$ cat src/rtl/mem_port_responder_pkg.sv
// Shared types for the split I/D memory port responder.
// State encoding for the serialising FSM and the captured data-operation kind.
// Word-alignment helper used when driving the downstream address.
package mem_resp_types;

  typedef enum logic [1:0] {
    IDLE     = 2'd0,
    DATA_ACC = 2'd1,
    INST_ACC = 2'd2,
    RESP     = 2'd3
  } state_e;

  typedef enum logic [1:0] {
    NONE = 2'd0,
    RD   = 2'd1,
    WR   = 2'd2
  } data_op_e;

  localparam logic [31:0] WORD_MASK = 32'hFFFF_FFFC;
  localparam logic [3:0]  FULL_MBE  = 4'b1111;

  // Downstream memory is word-wide, so the byte offset is always dropped.
  function automatic logic [31:0] word_align(input logic [31:0] addr);
    return addr & WORD_MASK;
  endfunction

endpackage

$ cat src/rtl/mem_port_responder.sv
// Responder for the CPU's split instruction/data memory interface.
// Latency: 1 (IDLE) + N per access + 1 (RESP); 2N+2 for fetch plus data access.
// Backpressure: downstream strobes are held until mem_resp; CPU requests wait at level until the joint response.
module mem_port_responder
  import mem_resp_types::*;
#(
  parameter bit DATA_FIRST = 1'b1
) (
  input  logic        clk,
  input  logic        rst,
  input  logic        inst_read,
  input  logic [31:0] inst_addr,
  output logic [31:0] inst_rdata,
  output logic        inst_resp,
  input  logic        data_read,
  input  logic        data_write,
  input  logic [31:0] data_addr,
  input  logic [31:0] data_wdata,
  input  logic [3:0]  data_mbe,
  output logic [31:0] data_rdata,
  output logic        data_resp,
  output logic        mem_read,
  output logic        mem_write,
  output logic [31:0] mem_addr,
  output logic [31:0] mem_wdata,
  output logic [3:0]  mem_mbe,
  input  logic [31:0] mem_rdata,
  input  logic        mem_resp
);

  state_e      state_q, state_d;
  logic        inst_pend_q;
  logic        inst_done_q;
  logic        data_done_q;
  data_op_e    data_op_q;
  logic [31:0] inst_addr_q;
  logic [31:0] data_addr_q;
  logic [31:0] data_wdata_q;
  logic [3:0]  data_mbe_q;
  logic [31:0] inst_rdata_q;
  logic [31:0] data_rdata_q;

  logic        req_any;
  logic        data_req;

  assign data_req   = data_read | data_write;
  assign req_any    = inst_read | data_req;
  assign inst_rdata = inst_rdata_q;
  assign data_rdata = data_rdata_q;

  // State register; reset abandons any in-flight downstream access at once.
  always_ff @(posedge clk or posedge rst) begin
    if (rst) begin
      state_q <= IDLE;
    end else begin
      state_q <= state_d;
    end
  end

  // Capture CPU request in IDLE, then track which accesses have completed and latch read data.
  always_ff @(posedge clk or posedge rst) begin
    if (rst) begin
      inst_pend_q  <= 1'b0;
      inst_done_q  <= 1'b0;
      data_done_q  <= 1'b0;
      data_op_q    <= NONE;
      inst_addr_q  <= '0;
      data_addr_q  <= '0;
      data_wdata_q <= '0;
      data_mbe_q   <= '0;
      inst_rdata_q <= '0;
      data_rdata_q <= '0;
    end else begin
      case (state_q)
        IDLE: begin
          if (req_any) begin
            inst_pend_q  <= inst_read;
            inst_done_q  <= 1'b0;
            data_done_q  <= 1'b0;
            inst_addr_q  <= inst_addr;
            data_addr_q  <= data_addr;
            data_wdata_q <= data_wdata;
            data_mbe_q   <= data_mbe;
            // Read+write together is illegal; the write wins.
            if (data_write) begin
              data_op_q <= WR;
            end else if (data_read) begin
              data_op_q <= RD;
            end else begin
              data_op_q <= NONE;
            end
          end
        end
        DATA_ACC: begin
          if (mem_resp) begin
            data_done_q <= 1'b1;
            if (data_op_q == RD) begin
              data_rdata_q <= mem_rdata;
            end
          end
        end
        INST_ACC: begin
          if (mem_resp) begin
            inst_done_q  <= 1'b1;
            inst_rdata_q <= mem_rdata;
          end
        end
        default: begin
        end
      endcase
    end
  end

  // Next-state and downstream/CPU strobes; only the access states drive the memory port.
  always_comb begin
    state_d   = state_q;
    mem_read  = 1'b0;
    mem_write = 1'b0;
    mem_addr  = '0;
    mem_wdata = '0;
    mem_mbe   = '0;
    inst_resp = 1'b0;
    data_resp = 1'b0;
    case (state_q)
      IDLE: begin
        if (inst_read && data_req) begin
          state_d = DATA_FIRST ? DATA_ACC : INST_ACC;
        end else if (data_req) begin
          state_d = DATA_ACC;
        end else if (inst_read) begin
          state_d = INST_ACC;
        end
      end
      DATA_ACC: begin
        mem_addr = word_align(data_addr_q);
        if (data_op_q == WR) begin
          mem_write = 1'b1;
          mem_wdata = data_wdata_q;
          mem_mbe   = data_mbe_q;
        end else begin
          mem_read = 1'b1;
          mem_mbe  = FULL_MBE;
        end
        if (mem_resp) begin
          state_d = (inst_pend_q && !inst_done_q) ? INST_ACC : RESP;
        end
      end
      INST_ACC: begin
        mem_read = 1'b1;
        mem_addr = word_align(inst_addr_q);
        mem_mbe  = FULL_MBE;
        if (mem_resp) begin
          state_d = ((data_op_q != NONE) && !data_done_q) ? DATA_ACC : RESP;
        end
      end
      RESP: begin
        // Joint response: both pulses land in this single cycle.
        inst_resp = inst_pend_q;
        data_resp = (data_op_q != NONE);
        state_d   = IDLE;
      end
      default: begin
        state_d = IDLE;
      end
    endcase
  end

`ifndef SYNTHESIS
  // Simulation-only protocol checks on the CPU request and the downstream strobes.
  always @(posedge clk) begin
    if (!rst) begin
      if (state_q == IDLE && data_read && data_write) begin
        $error("mem_port_responder: data_read and data_write both high; treated as write");
      end
      assert (!(mem_read && mem_write))
        else $error("mem_port_responder: mem_read and mem_write high together");
    end
  end
`endif

endmodule

$ cat config.mk
export PLATFORM = sky130hd
export DESIGN_NAME = mem_port_responder
export DESIGN_NICKNAME = d
export VERILOG_FILES = /design/src/rtl/mem_port_responder_pkg.sv /design/src/rtl/mem_port_responder.sv
export SDC_FILE = /design/constraint.sdc
export NUM_CORES = 1
export LEC_CHECK = 0
export CAP_MARGIN = 5
export CORE_MARGIN = 10
export CORE_UTILIZATION = 25
export DETAILED_ROUTE_END_ITERATION = 10
export SYNTH_ARGS = -nofsm -noshare
export SYNTH_HDL_FRONTEND = slang
export SYNTH_SLANG_ARGS = --single-unit
$ cat constraint.sdc
create_clock -name clk -period 7.5 [get_ports clk]
set_input_delay 1.125 -clock clk [delete_from_list [all_inputs] [get_ports clk]]
set_output_delay 1.125 -clock clk [all_outputs]
set_load 0.03 [all_outputs]
==> impl_results.md, run 1 <==
* Int Pwr at 3.07 mW
* Layout area overhead at 51.0%
* Rel. slew slack at 32.1%
* Synthesized area at 7150 um^2
* Crit-path cells: inv_1 -> ha_1 -> buf_4 -> a22oi_1 -> nor2_1 -> clkdlybuf4s50_1
* Htree depth at 4
* Detailed placer's ending HPWL at 15.7 mm
* IO Pins at 274
* Logic pwr share at 51.4%
* Layout cell share with drive strength beyond 1 at 23.5%
* Pre-CTS setup slack at 3.46 ns
* Power Dens Cells at 473 nW/um^2
* TritonCTS clock tree: yes
* Leakage at 4.41 nW
* Yosys cell types at 39
* Total CTS buffers at 17
* Startpoint Class: flip-flop
* Commonest non-fill, non-tap cell in the layout: clkdlybuf4s50_1
* Final hold vios at 0
* Routed WL per cell at 18.4 um
* Total number of yosys warnings at 0
* Nets at 927
* Via/cell ratio at 4.29
* Clock share of power at 17.5%
* Post-DRT Antenna Nets at 0
* Postcts setup bufs at 0
* First-pass GRT wire length at 33.1 mm
* Fin worst setup slack at 3.49 ns
* Clk sinks at 167
* Die W at 189 um
* FP Rows at 61
* Clock-pin slew on the worst setup and hold paths at 0.07 ns
* Commonest non-fill, non-tap cells in the layout: clkdlybuf4s50_1, dfrtp_1, mux2_2
* Switching part of the total power at 39.9%
* Core area at 28000 um^2
* Fin Setup TNS at 0 ns
* Initial core utilization at 25.5%
* Final Critical Period at 4.01 ns
* Routed WL at 21.6 mm
* Slowest-stage cell, CP: clkdlybuf4s50_1
* Sequential-to-total area share from yosys stat at 58.5%
* RSZ-0062 raised after global routing: no
* Setup violators final at 0
* First-pass iteration count of the detailed router at 4
* Critical path class: flip-flop to output pin
* CTS Hold Bufs at 0
* Final period util at 53.4%
* Placed cell area at 10200 um^2
* Critical Path Fanout Max at 27
* Pin count of the biggest net entering global routing at 90
* Initial antenna violation count at 1
* Routed vias at 5033
* Fmax at 249 MHz
* Syn Inst Count at 521
* Die area at 35800 um^2
* Setup Skew at 0.0120 ns
* Worst skew pair latency at 0.42 ns
* Worst vdd ir at 0.198 mV
* Worst min path class: flip-flop to flip-flop
* GPL Wtd Cong at 0.718
* Max Root-Sink Buffers at 2
* Worst-Margin Slew at 1.02 ns
* Fin. max-slew vios at 0
* All-layer global routing usage at 11.8%
* DR iter-0 viols at 205
* Design area at 10800 um^2
* Sw Pwr at 2.04 mW
* DRC at 0
* CTS resizes at 0
* Design Power at 5.11 mW
* CP peak stage delay at 0.70 ns
* Grt ovf at 0
* Max_cap viols at 0
* Yosys reg bits at 167
* Clock root buffer: clkbuf_16
* Sequential Power Share at 31.1%
* Arrival @ worst endpoint at 2.88 ns
* Number of global-route vias before repair at 5453
* Die Span Y at 189 um
* Worst setup EP type: output pin
* Critical Path RT at 6.38 ns
* ANT cells at 0
* I/O Buffers at 267
* Status: finished clean
* Avg Cell Area, Syn at 13.7 um^2
[cell usage after synthesis, drive strengths merged]
library cell  count  area share [%]
a22o              1            0.12
nor3              1           0.070
a21oi             2            0.14
a22oi            32             3.4
clkinv            1           0.052
o31a              1            0.12
or4               2            0.21
nand3             3            0.21
and2             34             3.0
o2bb2ai           1            0.12
nand4b            1            0.12
conb              1           0.052
a211oi            1            0.11
mux2            160              25
o311a             1            0.14
nand2b            2            0.18
o21ba             1            0.14
o311ai            1            0.12
inv              10            0.53
buf              21             1.7
nor3b             1            0.11
a2bb2oi           1            0.12
o31ai             2            0.40
a311oi            2            0.25
nor2b             2            0.18
o221ai            1            0.12
nand2             2            0.11
nor2             35             1.8
dfrtp           167              58
clkbuf           14            0.74
o21ai             7            0.49
ha                7             1.2
nor4b             1            0.12
or2               2            0.18
[state kept, by name, indices dropped and copies added, names as in the netlist]
register and cells:
data_done_q 1, data_mbe_q 4, data_wdata_q 32, state_q 2
data_op_q 2, data_addr_q 30, inst_pend_q 1, data_rdata 32
inst_addr_q 30, inst_done_q 1, inst_rdata 32
[final cells by class]
class / instances / area, um^2
tap: 378 / 473
multi-input combinational: 309 / 2760
fill: 2747 / 17200
clock inverter: 14 / 169
inverter: 11 / 46.3
timing repair buffer: 276 / 2740
clock buffer: 18 / 429
sequential: 167 / 4180
[kinds of logic after synthesis]
| group | synth area share (%) |
|---|---|
| buffers and inverters | 3.01 |
| multiplexers | 25.2 |
| flip-flops | 58.5 |
| AND/OR/NAND/NOR | 6.28 |
| AO/OA/AOI/OAI | 5.76 |
| other | 0.0525 |
| adder cells (fa/ha/maj) | 1.23 |
[path summary, 6_finish.rpt]
check,startpoint,endpoint,slack [ns],cells past startpoint
max reg2reg,state_q[0],data_addr_q[10],4.67,6
min in group asynchronous,rst,data_addr_q[11],1.25,2
min reg2reg,data_wdata_q[12],data_wdata_q[12],0.48,1
max,state_q[0],mem_addr[12],3.49,6
min,data_wdata_q[12],data_wdata_q[12],0.48,1
max in group asynchronous,rst,inst_rdata[7],4.66,3
[stage by stage]
step	utilization (%)	instances	hold slack, ns
3_5_place_dp	36.4	1141	0.473
3_3_place_gp	36.4	1141	0.465
2_1_floorplan	-	522	0.456
5_1_grt	38.5	1173	0.494
6_report	38.5	1173	0.483
4_1_cts	38.5	1173	0.489
[power groups by stage]
| stage | logic, mW | clock network (mW) | registers (mW) |
|---|---|---|---|
| after floorplan | 1.34 | 0 | 1.89 |
| final | 2.63 | 0.895 | 1.59 |
| after global placement | 2.66 | 0 | 1.58 |
| after CTS | 2.68 | 0.937 | 1.59 |
| after global routing | 2.80 | 0.972 | 1.65 |
| after detailed placement | 2.68 | 0 | 1.61 |
[per-layer routing]
layer	part of all wire, %	GRT usage (%)	routed length (um)
met5	0.060	0	13
met4	1.8	4.12	387
met3	8.0	4.87	1730
met2	49	19.4	10500
met1	42	13.7	8970
[critical path: cells and delay by family (launching register included)]
family | cells | cell delay, ns
compound gates | 1 | 0.19
fa+ha+maj | 1 | 0.43
flops | 1 | 0.43
buf+inv | 3 | 1.27
simple gates | 1 | 0.13
Note: power is estimated with default switching activity, not from simulation.
==> inputs of run 2 (changes only) <==
==> constraint.sdc (replaced) <==
create_clock -name clk -period 4.1 [get_ports clk]
set_input_delay 0.615 -clock clk [delete_from_list [all_inputs] [get_ports clk]]
set_output_delay 0.615 -clock clk [all_outputs]
set_load 0.03 [all_outputs]
==> run 2 against run 1 <==
Global-route usage is essentially flat. Hold slack improved by 0.00099 ns. Sequential power is 82% higher. Die area is the same. Combinational power rose by 84%. Critical path depth increased by 1. Cell count hardly changed. Via count increased by 0.66%. Clock power increased by 91%.
==> impl_results.md, run 2 (synthesis results as in run 1) <==
* Setup Skew at 0.00862 ns
* IO Pins at 274
* Post-Layout Cell Count at 1172
* Clock root buffer: clkbuf_16
* Layout cell share with drive strength beyond 1 at 23.5%
* CTS resizes at 0
* Worst vdd ir at 0.382 mV
* Post-DRT Antenna Nets at 0
* Leakage at 4.42 nW
* Critical Path Fanout Max at 32
* Nets at 926
* Setup violators final at 0
* Reg-to-Reg Start: state_q[0]
* Die area at 35800 um^2
* Final hold vios at 0
* Layout area overhead at 51.7%
* Most numerous cell on the critical path: inv_1
* Routed wl met2 at 10.2 mm
* Die W at 189 um
* Die Span Y at 189 um
* Final Critical Period at 3.44 ns
* Initial antenna violation count at 1
* Worst-Margin Slew at 0.992 ns
* FF-to-FF path depth at 5
* Critical Path RT at 3.48 ns
* Postcts setup bufs at 0
* Htree depth at 4
* Worst reg-to-reg setup slack at 2.03 ns
* FP Rows at 61
* Crit-path cells: inv_1 -> ha_1 -> inv_1 -> nor2_1 -> buf_4 -> and2_1 -> clkdlybuf4s50_1
* Max Root-Sink Buffers at 2
* Worst setup EP type: output pin
* First-pass iteration count of the detailed router at 4
* Grt ovf at 0
* First-pass GRT wire length at 33.4 mm
* GPL Wtd Cong at 0.749
* WL met3 at 1.44 mm
* Worst min path class: flip-flop to flip-flop
* Commonest non-fill, non-tap cell in the layout: clkdlybuf4s50_1
* I/O Buffers at 267
* DR iter-0 viols at 237
* Number of global-route vias before repair at 5361
* Total CTS buffers at 17
* Detailed placer's ending HPWL at 15.0 mm
* Slowest-stage cell, CP: clkdlybuf4s50_1
* Status: finished clean
* Pre-CTS setup slack at 1.07 ns
* Placed cell area at 10200 um^2
* Arrival @ worst endpoint at 2.82 ns
* Final core occ at 38.7%
* Commonest non-fill, non-tap cells in the layout: clkdlybuf4s50_1, dfrtp_1, mux2_2
* CP peak stage delay at 0.68 ns
* CTS Hold Bufs at 0
* DRC at 0
* Startpoint Class: flip-flop
* Fin worst setup slack at 0.660 ns
* Max_cap viols at 0
* Final period util at 83.9%
* Fin. max-slew vios at 0
* Pin count of the biggest net entering global routing at 168
* Clock-pin slew on the worst setup and hold paths at 0.07 ns
* Hold path cells at 1
* Rel. slew slack at 33.9%
* Min-delay src: data_wdata_q[6]
* Power Dens Cells at 871 nW/um^2
* TritonCTS clock tree: yes
* Uppermost layer routed: met4
* Critical path class: flip-flop to output pin
* Fin Setup TNS at 0 ns
* Routed vias at 5066
* Fmax at 291 MHz
* All-layer global routing usage at 11.8%
* Initial core utilization at 25.5%
* Via/cell ratio at 4.32
* Design area at 10800 um^2
* Routed WL per cell at 18.2 um
* Met1 wire length at 9.48 mm
* Core area at 28000 um^2
* Clk sinks at 167
* Reg-to-reg endpoint: data_addr_q[11]
* Hold endpoint: data_wdata_q[6]
* Routed WL at 21.3 mm
* RSZ-0062 raised after global routing: no
* Dpl cells at 1140
* Worst skew pair latency at 0.42 ns
-- run 2: worst max-delay path by stage --
stage	cells after the start	to	slack, ns	startpoint
2_1_floorplan	1	data_addr_q[10]	1.36	rst
3_3_place_gp	6	mem_addr[13]	1.06	state_q[1]
3_5_place_dp	7	mem_wdata[17]	1.07	state_q[1]
4_1_cts	7	mem_wdata[17]	0.62	state_q[1]
5_1_grt	7	mem_wdata[17]	0.45	state_q[1]
6_report	7	mem_wdata[17]	0.66	state_q[1]
-- run 2: power breakdown --
group	switching, mW	internal (mW)	total (mW)
Clock	0.738	0.976	1.71
Combinational	2.61	2.23	4.84
Sequential	0.396	2.49	2.89
Total	3.74	5.70	9.44
-- run 2: cell type report --
class                           count  area [um^2]
Antenna cell                        1         2.50
Clock buffer                       17          425
Clock inverter                     14          188
Fill cell                        2745        17200
Inverter                           11         45.0
Multi-Input combinational cell    309         2760
Sequential cell                   167         4180
Tap cell                          378          473
Timing Repair Buffer              275         2770
-- run 2: worst max-delay path, delay by kind of cell (launching register included) --
kind,cells,cell delay (ns)
buffers and inverters,4,1.25
flip-flops,1,0.42
adder cells (fa/ha/maj),1,0.41
AND/OR/NAND/NOR,2,0.33
-- run 2: through the flow --
stage               power [mW]  hold slack, ns
floorplan                 5.91           0.456
detailed placement        7.84           0.474
global placement          7.78           0.465
CTS                       9.61           0.490
finish                    9.44           0.484
global route              10.0           0.495
-- run 2: routing by layer --
metal	up-vias	global-route usage, %
li1	2350	-
met1	2555	14.9
met2	154	19.0
met3	7	4.12
met4	0	2.90
met5	-	0
==> inputs of run 3 (changes only) <==
==> constraint.sdc (replaced) <==
create_clock -name clk -period 3.3 [get_ports clk]
set_input_delay 0.495 -clock clk [delete_from_list [all_inputs] [get_ports clk]]
set_output_delay 0.495 -clock clk [all_outputs]
set_load 0.03 [all_outputs]
==> run 3 against run 2 <==
Clock power up 18%. Via count shrank 0.16%. Cell area is 1.4% lower. Count of clock-buffer cells in the layout rose by 1. Combinational power increased by 22%. Global-route usage is 0.075 points higher. Clock skew increased by 0.0041 ns. Sequential power up 24%.
==> impl_results.md, run 3 (synthesis results as in run 1) <==
* Detailed placer's ending HPWL at 15.5 mm
* Busiest grt layer: met2
* Fin Setup TNS at 0 ns
* Commonest non-fill, non-tap cell in the layout: clkdlybuf4s50_1
* Setup Skew at 0.0127 ns
* CP peak stage delay at 0.42 ns
* All-layer global routing usage at 11.9%
* IO Pins at 274
* DR iter-0 viols at 227
* Post-DRT Antenna Nets at 0
* Clk sinks at 167
* Final Critical Period at 2.91 ns
* Clock root buffer: clkbuf_16
* Hold endpoint: data_wdata_q[4]
* First-pass iteration count of the detailed router at 4
* Power Dens Cells at 1080 nW/um^2
* Grt ovf at 0
* Clock-pin slew on the worst setup and hold paths at 0.06 ns
* CTS Hold Bufs at 0
* Reg-to-Reg Start: state_q[0]
* Core area at 28000 um^2
* Final hold vios at 0
* Min-delay src: data_wdata_q[4]
* Dpl cells at 1145
* RSZ-0062 raised after global routing: no
* Critical path class: flip-flop to output pin
* Design Power at 11.5 mW
* Leakage at 4.56 nW
* FF-to-FF path depth at 5
* GR Util met2 at 19.7%
* Hold path cells at 1
* Worst vdd ir at 0.395 mV
* Fin. max-slew vios at 0
* Pin count of the biggest net entering global routing at 80
* Worst min path class: flip-flop to flip-flop
* Worst setup EP type: output pin
* Worst reg-to-reg setup slack at 1.22 ns
* Arrival @ worst endpoint at 2.41 ns
* Worst skew pair latency at 0.42 ns
* Critical Path RT at 2.80 ns
* Critical Path Fanout Max at 18
* Crit-path cells: inv_1 -> ha_1 -> clkinvlp_4 -> buf_4 -> nor2_1 -> buf_12
* Routed WL at 21.4 mm
* Met1 Use GR at 14.2%
* Nets at 931
* Setup violators final at 0
* Initial antenna violation count at 1
* WP buf/inv at 4
* Final core occ at 38.2%
* TritonCTS clock tree: yes
* Layout area overhead at 49.5%
* DRC at 0
* Status: finished clean
* Reg-to-reg endpoint: data_mbe_q[0]
* Die W at 189 um
* Slowest-stage cell, CP: dfrtp_1
* Startpoint Class: flip-flop
* FP Rows at 61
* Die Span Y at 189 um
* Number of global-route vias before repair at 5493
* Via/cell ratio at 4.29
* First-pass GRT wire length at 33.4 mm
* Layout cell share with drive strength beyond 1 at 32.4%
* Post-Layout Cell Count at 1178
* Htree depth at 4
* Routed vias at 5058
* Die area at 35800 um^2
* Worst-Margin Slew at 0.608 ns
* Max_cap viols at 0
* GPL Wtd Cong at 0.745
* Max Root-Sink Buffers at 2
* Initial core utilization at 25.5%
* Routed WL per cell at 18.2 um
* GR Util met3 at 4.45%
* I/O Buffers at 267
* Fmax at 344 MHz
* Fill count at 2771
* Total CTS buffers at 17
* Cell family with most CP delay: buffers and inverters
* Commonest non-fill, non-tap cells in the layout: clkdlybuf4s50_1, dfrtp_1, mux2_2
* Rel. slew slack at 59.4%
* Final period util at 88.1%
## run 3: worst max path at each step
stage | from | end | slack [ns] | cells past startpoint
4_1_cts | state_q[0] | mem_addr[12] | 0.12 | 6
3_5_place_dp | state_q[0] | mem_addr[12] | 0.63 | 6
6_report | state_q[0] | mem_addr[12] | 0.39 | 6
5_1_grt | state_q[0] | mem_addr[12] | 0.17 | 6
2_1_floorplan | rst | data_addr_q[10] | 0.68 | 1
3_3_place_gp | state_q[0] | mem_addr[12] | 0.60 | 6
## run 3: area by class of cell
class | count | area, um^2 | area share (%)
Multi-Input combinational cell | 309 | 2760 | 25.8
Inverter | 11 | 48.8 | 0.457
Timing Repair Buffer | 280 | 2640 | 24.7
Sequential cell | 167 | 4180 | 39.1
Tap cell | 378 | 473 | 4.43
Clock buffer | 18 | 429 | 4.02
Antenna cell | 1 | 2.50 | 0.0234
Clock inverter | 14 | 158 | 1.48
## run 3: what timing repair did
action,CTS,global route
setup buffers,0,0
endpoints found under the hold margin,0,0
resized for setup,0,1
setup endpoints to repair,0,1
## run 3: metrics by stage
| step | hold WS (ns) | setup slack, ns | cell area [um^2] |
|---|---|---|---|
| after floorplan | 0.456 | 0.678 | 7160 |
| after detailed placement | 0.475 | 0.626 | 10100 |
| after global routing | 0.500 | 0.173 | 10700 |
| after global placement | 0.465 | 0.597 | 10100 |
| after CTS | 0.491 | 0.122 | 10700 |
| final | 0.484 | 0.393 | 10700 |
## run 3: power by group
part           total [mW]  internal (mW)  switching (mW)
logic                5.92           2.66            3.25
clock network        2.01           1.08           0.934
registers            3.59           3.10           0.493
total                11.5           6.84            4.68
## run 3: worst reg2reg max path: cells and delay by family, from the launching register on
| kind | cells | cell delay (ns) |
|---|---|---|
| multiplexers | 1 | 0.41 |
| buffers and inverters | 2 | 0.63 |
| AO/OA/AOI/OAI | 1 | 0.15 |
| adder cells (fa/ha/maj) | 1 | 0.34 |
| flip-flops | 1 | 0.42 |
## run 3: routing by layer
metal  routed length [um]  up-vias
li1                     -     2364
met1                 9150     2532
met2                10500      154
met3                 1570        8
met4                  166        0
met5                    0        -
